File: config.mk
export PLATFORM = sky130hd
export DESIGN_NAME = oam_dma
export DESIGN_NICKNAME = d
export VERILOG_FILES = /design/src/rtl/oam_dma.sv
export SDC_FILE = /design/constraint.sdc
export NUM_CORES = 1
export LEC_CHECK = 0
export CAP_MARGIN = 10
export CORE_AREA = 2 2 74 69
export DETAILED_ROUTE_END_ITERATION = 7
export DIE_AREA = 0 0 76 71
export PLACE_DENSITY = 0.77
export REMOVE_ABC_BUFFERS = 1
export SLEW_MARGIN = 20
export SYNTH_ARGS = -nofsm -noshare
export SYNTH_HDL_FRONTEND = slang
export SYNTH_SLANG_ARGS = --single-unit
File: constraint.sdc
create_clock -name clk -period 2 [get_ports clk]
set_input_delay 0.3 -clock clk [delete_from_list [all_inputs] [get_ports clk]]
set_output_delay 0.3 -clock clk [all_outputs]
set_load 0.05 [all_outputs]
File: src/rtl/oam_dma.sv
// Sprite DMA engine: on a CPU write to TRIG_ADDR, stalls the CPU and copies
// NUM_BYTES bytes from page {data,00} into OAM_DATA_ADDR with NES cycle timing.
module oam_dma #(
  parameter logic [15:0] TRIG_ADDR     = 16'h4014,
  parameter logic [15:0] OAM_DATA_ADDR = 16'h2004,
  parameter int unsigned NUM_BYTES     = 256
) (
  input  logic        clk,
  input  logic        rst,
  input  logic [15:0] cpu_addr_i,
  input  logic        cpu_rw_i,
  input  logic [7:0]  cpu_data_i,
  input  logic [7:0]  bus_data_i,
  output logic        rdy,
  output logic        dma_active,
  output logic [15:0] bus_addr_o,
  output logic        bus_rw_o,
  output logic [7:0]  bus_data_o,
  output logic        done
);

  localparam int unsigned IDX_W = (NUM_BYTES > 1) ? $clog2(NUM_BYTES) : 1;
  localparam logic [IDX_W-1:0] IDX_LAST = IDX_W'(NUM_BYTES - 1);

  typedef enum logic [2:0] {
    S_IDLE,
    S_HALT,
    S_ALIGN,
    S_READ,
    S_WRITE,
    S_DONE
  } state_t;

  state_t           state_q, state_d;
  logic             parity_q;
  logic [7:0]       page_q, page_d;
  logic [IDX_W-1:0] idx_q, idx_d;

  logic             rdy_q, rdy_d;
  logic             active_q, active_d;
  logic [15:0]      addr_q, addr_d;
  logic             rw_q, rw_d;
  logic [7:0]       wdata_q, wdata_d;
  logic             done_q, done_d;

  logic             trigger;
  logic             busy_d;

  assign trigger = (cpu_addr_i == TRIG_ADDR) && !cpu_rw_i;

  always_comb begin
    state_d = state_q;
    page_d  = page_q;
    idx_d   = idx_q;
    unique case (state_q)
      S_IDLE: begin
        if (trigger) begin
          page_d  = cpu_data_i;
          idx_d   = '0;
          state_d = S_HALT;
        end
      end
      S_HALT:  state_d = parity_q ? S_ALIGN : S_READ;
      S_ALIGN: state_d = S_READ;
      S_READ:  state_d = S_WRITE;
      S_WRITE: begin
        if (idx_q == IDX_LAST) begin
          state_d = S_DONE;
        end else begin
          idx_d   = idx_q + 1'b1;
          state_d = S_READ;
        end
      end
      S_DONE:  state_d = S_IDLE;
      default: state_d = S_IDLE;
    endcase
  end

  // Output registers are loaded from the next state so that, once the edge
  // passes, they reflect the state held in that same cycle.
  always_comb begin
    busy_d   = (state_d == S_HALT) || (state_d == S_ALIGN) ||
               (state_d == S_READ) || (state_d == S_WRITE);
    rdy_d    = !busy_d;
    active_d = busy_d;
    rw_d     = (state_d != S_WRITE);
    done_d   = (state_d == S_DONE);
    wdata_d  = wdata_q;
    addr_d   = '0;
    unique case (state_d)
      S_HALT, S_ALIGN: addr_d = TRIG_ADDR;
      S_READ:          addr_d = {page_d, 8'(idx_d)};
      S_WRITE:         addr_d = OAM_DATA_ADDR;
      default:         addr_d = '0;
    endcase
    if (state_q == S_READ) begin
      wdata_d = bus_data_i;
    end
  end

  always_ff @(posedge clk or posedge rst) begin
    if (rst) begin
      state_q  <= S_IDLE;
      parity_q <= 1'b0;
      page_q   <= '0;
      idx_q    <= '0;
      rdy_q    <= 1'b1;
      active_q <= 1'b0;
      addr_q   <= '0;
      rw_q     <= 1'b1;
      wdata_q  <= '0;
      done_q   <= 1'b0;
    end else begin
      state_q  <= state_d;
      parity_q <= ~parity_q;
      page_q   <= page_d;
      idx_q    <= idx_d;
      rdy_q    <= rdy_d;
      active_q <= active_d;
      addr_q   <= addr_d;
      rw_q     <= rw_d;
      wdata_q  <= wdata_d;
      done_q   <= done_d;
    end
  end

  assign rdy        = rdy_q;
  assign dma_active = active_q;
  assign bus_addr_o = addr_q;
  assign bus_rw_o   = rw_q;
  assign bus_data_o = wdata_q;
  assign done       = done_q;

endmodule

==> results of run 1 <==
==> per-stage QoR <==
step / instance area, µm² / util, % / hold slack [ns]
floorplan: 2040 / - / 0.395
global placement: 2830 / 60.9 / 0.407
detailed placement: 2830 / 60.9 / 0.410
CTS: 2950 / 63.5 / 0.329
global route: 2950 / 63.5 / 0.371
finish: 2950 / 63.5 / 0.320
==> cell type report <==
type | instances | area (µm²)
inverters | 5 | 18.8
repair buffers | 72 | 708
fillers | 380 | 1700
flip-flops and latches | 48 | 1200
clock inverters | 2 | 38.8
clock buffers | 6 | 82.6
well taps | 65 | 81.3
multi-input cells | 104 | 821
==> state kept, by name, summed over array words and instances, names as in the netlist, 3 cells and up <==
register and count:
bus_addr_o 16, bus_data_o 8, idx_q 8, page_q 8
state_q 3
==> per-layer routing <==
metal	wire length, µm	global-route usage, %
met3	259	5.61
met4	97	7.07
met1	1810	21.6
met2	2160	29.4
met5	0	0
==> cells by family after synthesis <==
group	Yosys count	share of synthesized area, %
AND/OR/NAND/NOR	52	15.8
flip-flops	48	56.9
AO/OA/AOI/OAI	30	11.2
XOR/XNOR	3	1.24
adder cells (fa/ha/maj)	1	0.591
buffers and inverters	14	4.32
multiplexers	18	9.99
==> path summary, 6_finish.rpt <==
path	cells after the start	end	startpoint	slack [ns]
max in group asynchronous	3	rdy$_DFF_PP1_	rst	1.15
setup / recovery	1	rdy	rdy$_DFF_PP1_	0.09
min in group clk	1	parity_q$_DFF_PP0_	parity_q$_DFF_PP0_	0.42
hold / removal	2	idx_q[3]$_DFF_PP0_	rst	0.32
hold reg to reg	1	parity_q$_DFF_PP0_	parity_q$_DFF_PP0_	0.42
setup reg to reg	6	idx_q[1]$_DFF_PP0_	idx_q[0]$_DFF_PP0_	0.16
==> power groups by stage <==
stage | logic (mW) | clock network, mW | registers [mW]
finish | 2.09 | 0.734 | 1.46
global route | 2.23 | 0.791 | 1.50
CTS | 2.11 | 0.743 | 1.47
detailed placement | 2.09 | 0 | 1.48
global placement | 2.08 | 0 | 1.47
floorplan | 0.727 | 0 | 2.09
==> placed cells by master, fill, tap and decap left out, types with 4 or more instances in the layout <==
master and n:
sky130_fd_sc_hd__clkbuf_8 6, sky130_fd_sc_hd__and3_1 6, sky130_fd_sc_hd__buf_4 9, sky130_fd_sc_hd__clkdlybuf4s50_1 62, sky130_fd_sc_hd__nor2_1 12, sky130_fd_sc_hd__nand2_1 4
sky130_fd_sc_hd__inv_1 4, sky130_fd_sc_hd__nand3_1 6, sky130_fd_sc_hd__dfrtp_1 46, sky130_fd_sc_hd__mux2_2 13, sky130_fd_sc_hd__o21ai_0 6, sky130_fd_sc_hd__a32oi_1 6
==> qor.tcl, run 1 <==
set qor(cts_root_buffer) {sky130_fd_sc_hd__clkbuf_8}
set qor(synth-edff-count) 0
set qor(area_contributors_post_synth) {sky130_fd_sc_hd__dfrtp_1 54%, sky130_fd_sc_hd__mux2_2 6.9%, sky130_fd_sc_hd__dfstp_2 2.5%}
set qor(ys_warn_count) 0
set qor(sw_frac_of_total_pct) 42.0
set qor(cts_inserted_buffers) 5
set qor(first_pass_iters) 4
set qor(detail_route.iter0.violations) 52
set qor(synthTopCellsByCount) {46 x sky130_fd_sc_hd__dfrtp_1, 13 x sky130_fd_sc_hd__mux2_2, 12 x sky130_fd_sc_hd__nor2_1}
set qor(critical_path.slowest_cell) {sky130_fd_sc_hd__clkdlybuf4s50_1}
set qor(initial_utilization_pct) 45.5
set qor(critical_path.max_fanout) 1
set qor(placed_cells) 294
set qor(core_mm2) 0.00465
set qor(tritoncts) {done}
set qor(clk_transition_reported_paths_ns) 0.09
set qor(cts_buffer_depth) 2
set qor(crit_path_setup_slack_layout_ns) 0.0852
set qor(timing.slew.headroom_pct) 62.9
set qor(place.port_buffers) 62
set qor(dp.final_hpwl_mm) 3.13
set qor(tritoncts_num_sinks) 48
set qor(hold_viol_final) 0
set qor(area_fraction_of_the_dominant_cell_type_after_synthesis_pct) 54.4
set qor(post_cts.resized_instances) 0
set qor(max_clock_freq_mhz) 522
set qor(slowest_delay_ns) 0.80
set qor(pwr-share-comb_pct) 48.8
set qor(finalMaxSlewViolations) 0
set qor(drc_errors) 0
set qor(number_of_global_route_vias_before_repair) 1601
set qor(synth.yosys.seq_area_share_pct) 56.9
set qor(crit_path_end_kind) {output pin}
set qor(cellLeakagePower_nw) 1.30
set qor(layout.cells.non_filler) 302
set qor(criticalPathCategory) {flip-flop to output pin}
set qor(grt_setup_unrepaired) {no}
set qor(power_frac_clock_pct) 17.1
set qor(timing.final.setup_violations) 0
set qor(fin_worst_skew_ns) 0.00539
set qor(run_status) {finished, final reports clean}
set qor(period_needed_ns) 1.91
set qor(hold_class) {input pin to async pin}
set qor(num_vias) 1560
set qor(timing.critical_path.cells) {clkdlybuf4s50_1}
set qor(final.setup.tns_ns) 0
set qor(gp_routability_congestion) 0.804
set qor(asyncSetResetFlopFracSynth_pct) 100
set qor(synth_cells) 166
set qor(power.sequential.fraction_pct) 34.1
set qor(grt_overflow) 0
set qor(p_per_area_mw_per_mm2) 1450
set qor(critical_path_required_ns) 1.70
set qor(die_area_mm2) 0.00540
set qor(die_height_um) 71
set qor(total_routing_usage_gr_pct) 17.6
set qor(ctsHoldBuffers) 0
set qor(antenna_found_initial) 0
set qor(via_per_inst) 5.17
set qor(syn2layout_area_growth_pct) 39.6
set qor(synth.cell_area_mm2) 0.00212
set qor(crit_share_post_route_pct) 95.7
set qor(post_cts_buffers) 0
set qor(ant_nets) 0
set qor(placement_rows) 24
set qor(worst-endpoint-arrival_ns) 1.61
set qor(count_of_distinct_cell_types_in_the_synthesized_netlist) 50
set qor(mean_cell_area_of_the_mapped_netlist_um2) 12.7
set qor(total_switching_power_mw) 1.80
set qor(dp_worst_setup_slack_ns) 0.0171
set qor(synth_ff_type) {sky130_fd_sc_hd__dfrtp_1}
set qor(detail_route.wirelength_mm) 4.33
set qor(cts_htree_levels) 2
set qor(critical_path.n_buffers_inverters) 1
set qor(final_layout_size_suffix_gt1_share_pct) 19.8
set qor(power.internal_mw) 2.49
set qor(final_net_count) 272
set qor(cap_violations) 0
set qor(antenna-diode-count) 0
set qor(top_family_by_delay_on_critical_path) {buffers and inverters}
set qor(grt_max_degree) 22
set qor(synthMostInstantiatedCell) {sky130_fd_sc_hd__dfrtp_1}
set qor(timing_worst_slew_pin_value_ns) 0.555
set qor(wl_per_cell_um) 14.3
set qor(postSynthRegisterBits) 48
set qor(io-pin-count) 63
set qor(global_route_wire_length_before_repair_mm) 7.50
set qor(synth_top_cell_by_area) {sky130_fd_sc_hd__dfrtp_1}
set qor(clkLatencyLatePin_ns) 0.30
set qor(power.ir.vdd_worst_uv) 1090
set qor(floorplan.die.width_um) 76
set qor(design_power_total_mw) 4.29
set qor(timing.critical_path.from_type) {flip-flop}
No activity file was read; power rests on OpenSTA's default activity.
==> inputs of run 2 (changes only) <==
CORE_AREA = 2 2 51 100   (was 2 2 74 69)
DIE_AREA = 0 0 53 102   (was 0 0 76 71)
==> run 2 against run 1 <==
Against the previous run: first-iteration DRC count shrank 83%; hold slack improved by 0.0017 ns; non-clock buffer count unchanged; die area increased by 0.19%; combinational power is essentially flat; core utilization fell by 0.50 points; sequential share of layout area up 0.83 points; sequential power about the same; largest cell class unchanged.
==> qor.tcl, run 2 (synthesized netlist as in run 1, its figures left out) <==
set qor(cellLeakagePower_nw) 1.28 ;# -1.5%
set qor(number_of_global_route_vias_before_repair) 1609 ;# +0.50%
set qor(crit_share_post_route_pct) 95.4 ;# -0.36 points
set qor(initial_utilization_pct) 46.0 ;# +0.56 points
set qor(filler_cell_count) 366 ;# -3.7%
set qor(detail_route.wirelength_mm) 4.33 ;# unchanged
set qor(critical_path.slowest_cell) {sky130_fd_sc_hd__clkdlybuf4s50_1}
set qor(power.ir.vdd_worst_uv) 1040 ;# -4.9%
set qor(period_needed_ns) 1.91 ;# -0.00728 ns
set qor(total_routing_usage_gr_pct) 18.5 ;# +0.88 points
set qor(timing.final.setup_violations) 0 ;# unchanged
set qor(cap_violations) 0 ;# unchanged
set qor(via_per_inst) 5.32 ;# +3.0%
set qor(post_cts.resized_instances) 0 ;# unchanged
set qor(hold_class) {input pin to async pin}
set qor(grt_overflow) 0 ;# unchanged
set qor(leading_cell_type_in_the_layout_fill_and_taps_excluded) {sky130_fd_sc_hd__clkdlybuf4s50_1}
set qor(max_clock_freq_mhz) 524 ;# +0.38%
set qor(grt_max_degree) 23 ;# +4.5%
set qor(grt_setup_unrepaired) {no}
set qor(dp_worst_setup_slack_ns) 0.0645 ;# +0.0474 ns
set qor(dp.final_hpwl_mm) 3.30 ;# +5.4%
set qor(timing_worst_slew_pin_value_ns) 0.517 ;# -0.0374 ns
set qor(p_per_area_mw_per_mm2) 1430 ;# -1.5%
set qor(global_route_wire_length_before_repair_mm) 7.35 ;# -2.0%
set qor(design_power_total_mw) 4.14 ;# -3.5%
set qor(finalInstanceArea_mm2) 0.00290 ;# -2.0%
set qor(cts_inserted_buffers) 5 ;# unchanged
set qor(floorplan.die.width_um) 53 ;# -30%
set qor(critical_path.reg2reg.startpoint) {state_q[1]$_DFF_PP0_}
set qor(num_vias) 1553 ;# -0.45%
set qor(critical_path.max_fanout) 1 ;# unchanged
set qor(placement_rows) 35 ;# +46%
set qor(tritoncts) {done}
set qor(clk_transition_reported_paths_ns) 0.08 ;# about the same
set qor(place.port_buffers) 62 ;# unchanged
set qor(timing.critical_path.cells) {clkdlybuf4s50_1}
set qor(cts_htree_levels) 2 ;# unchanged
set qor(top_family_by_delay_on_critical_path) {buffers and inverters}
set qor(worst-endpoint-arrival_ns) 1.61 ;# about the same
set qor(io-pin-count) 63 ;# unchanged
set qor(syn2layout_area_growth_pct) 36.8
set qor(clkLatencyLatePin_ns) 0.29 ;# about the same
set qor(final.setup.tns_ns) 0 ;# unchanged
set qor(critical_path.startpoint) {bus_rw_o$_DFF_PP1_}
set qor(layout.cells.most_common_list) {61 x sky130_fd_sc_hd__clkdlybuf4s50_1, 46 x sky130_fd_sc_hd__dfrtp_1, 13 x sky130_fd_sc_hd__mux2_2}
set qor(cts_root_buffer) {sky130_fd_sc_hd__clkbuf_8}
set qor(cts_buffer_depth) 2 ;# unchanged
set qor(post_dp_cell_area_mm2) 0.00281 ;# -0.97%
set qor(crit_path_setup_slack_layout_ns) 0.0925 ;# +0.00728 ns
set qor(timing.critical_path.from_type) {flip-flop}
set qor(critical_path.n_buffers_inverters) 1 ;# unchanged
set qor(antenna-diode-count) 0 ;# unchanged
set qor(gp_routability_congestion) 0.763 ;# -5.0%
set qor(final_layout_size_suffix_gt1_share_pct) 19.4 ;# -0.42 points
set qor(slowest_delay_ns) 0.79 ;# about the same
set qor(ctsHoldBuffers) 0 ;# unchanged
set qor(core_mm2) 0.00460 ;# -1.2%
set qor(hold_viol_final) 0 ;# unchanged
set qor(die_area_mm2) 0.00541 ;# +0.19%
set qor(drc_errors) 0 ;# unchanged
set qor(detail_route.iter0.violations) 9 ;# -83%
set qor(die_height_um) 102 ;# +44%
set qor(final_util_pct) 63.0 ;# -0.50 points
set qor(criticalPathCategory) {flip-flop to output pin}
set qor(number_of_flip_flops_under_the_largest_register_name) 16 ;# unchanged
set qor(finalMaxSlewViolations) 0 ;# unchanged
set qor(run_status) {finished, final reports clean}
set qor(first_pass_iters) 4 ;# unchanged
set qor(ant_nets) 0 ;# unchanged
set qor(critical_path_required_ns) 1.70 ;# about the same
set qor(wl_per_cell_um) 14.8 ;# +3.4%
set qor(crit_cells) 1 ;# unchanged
set qor(antenna_found_initial) 0 ;# unchanged
set qor(post_cts_buffers) 0 ;# unchanged
set qor(tritoncts_num_sinks) 48 ;# unchanged
set qor(worstRegToRegCells) 4 ;# -2
set qor(crit_path_end_kind) {output pin}
set qor(fin_worst_skew_ns) 0.00412 ;# -0.00127 ns
set qor(final_net_count) 272 ;# unchanged
set qor(timing.slew.headroom_pct) 65.4 ;# +2.5 points
[run 2: cell count changes in the layout (fill, tap and decap cells not counted), sizes merged]
cell / previous run / this run
clkbuf: 6 / 8
buf: 10 / 11
bufinv: 1 / 0
clkdlybuf4s50: 62 / 61
clkinv: 1 / 0
[run 2: stage by stage]
step | instances | hold slack, ns
final | 292 | 0.322
after global routing | 292 | 0.400
after CTS | 292 | 0.337
after detailed placement | 284 | 0.413
after global placement | 284 | 0.406
after floorplan | 157 | 0.395
[run 2: final cells by class]
type / instances / area, µm² / share of cell area [%]
inverter: 5 / 18.8 / 0.648
clock buffer: 8 / 90.1 / 3.11
sequential: 48 / 1200 / 41.6
tap: 55 / 68.8 / 2.38
multi-input combinational: 104 / 821 / 28.3
timing repair buffer: 72 / 693 / 23.9
[run 2: routing by layer]
metal | track usage (%) | part of all wire, % | vias to the layer above
li1 | - | - | 743
met3 | 3.51 | 3.5 | 10
met1 | 21.8 | 38 | 758
met4 | 8.28 | 2.4 | 0
met2 | 31.8 | 56 | 42
met5 | 0 | 0 | -
[run 2: power by group]
part / internal, mW / leakage, nW / switching (mW)
sequential: 1.25 / 0.599 / 0.211
combinational: 0.819 / 0.634 / 1.27
clock: 0.282 / 0.0455 / 0.305
[run 2: final timing paths]
kind	to	slack [ns]
min	bus_data_o[0]$_DFFE_PP0N_	0.32
min in group clk	parity_q$_DFF_PP0_	0.42
max	bus_rw_o	0.09
max reg2reg	bus_addr_o[7]$_DFF_PP0_	0.16
min reg2reg	parity_q$_DFF_PP0_	0.42
max in group asynchronous	idx_q[7]$_DFF_PP0_	1.13
==> inputs of run 3 (changes only) <==
CAP_MARGIN = 20   (was 10)
==> results of run 3 <==
The final DEF is identical to that of run 2; final timing and power are the same.
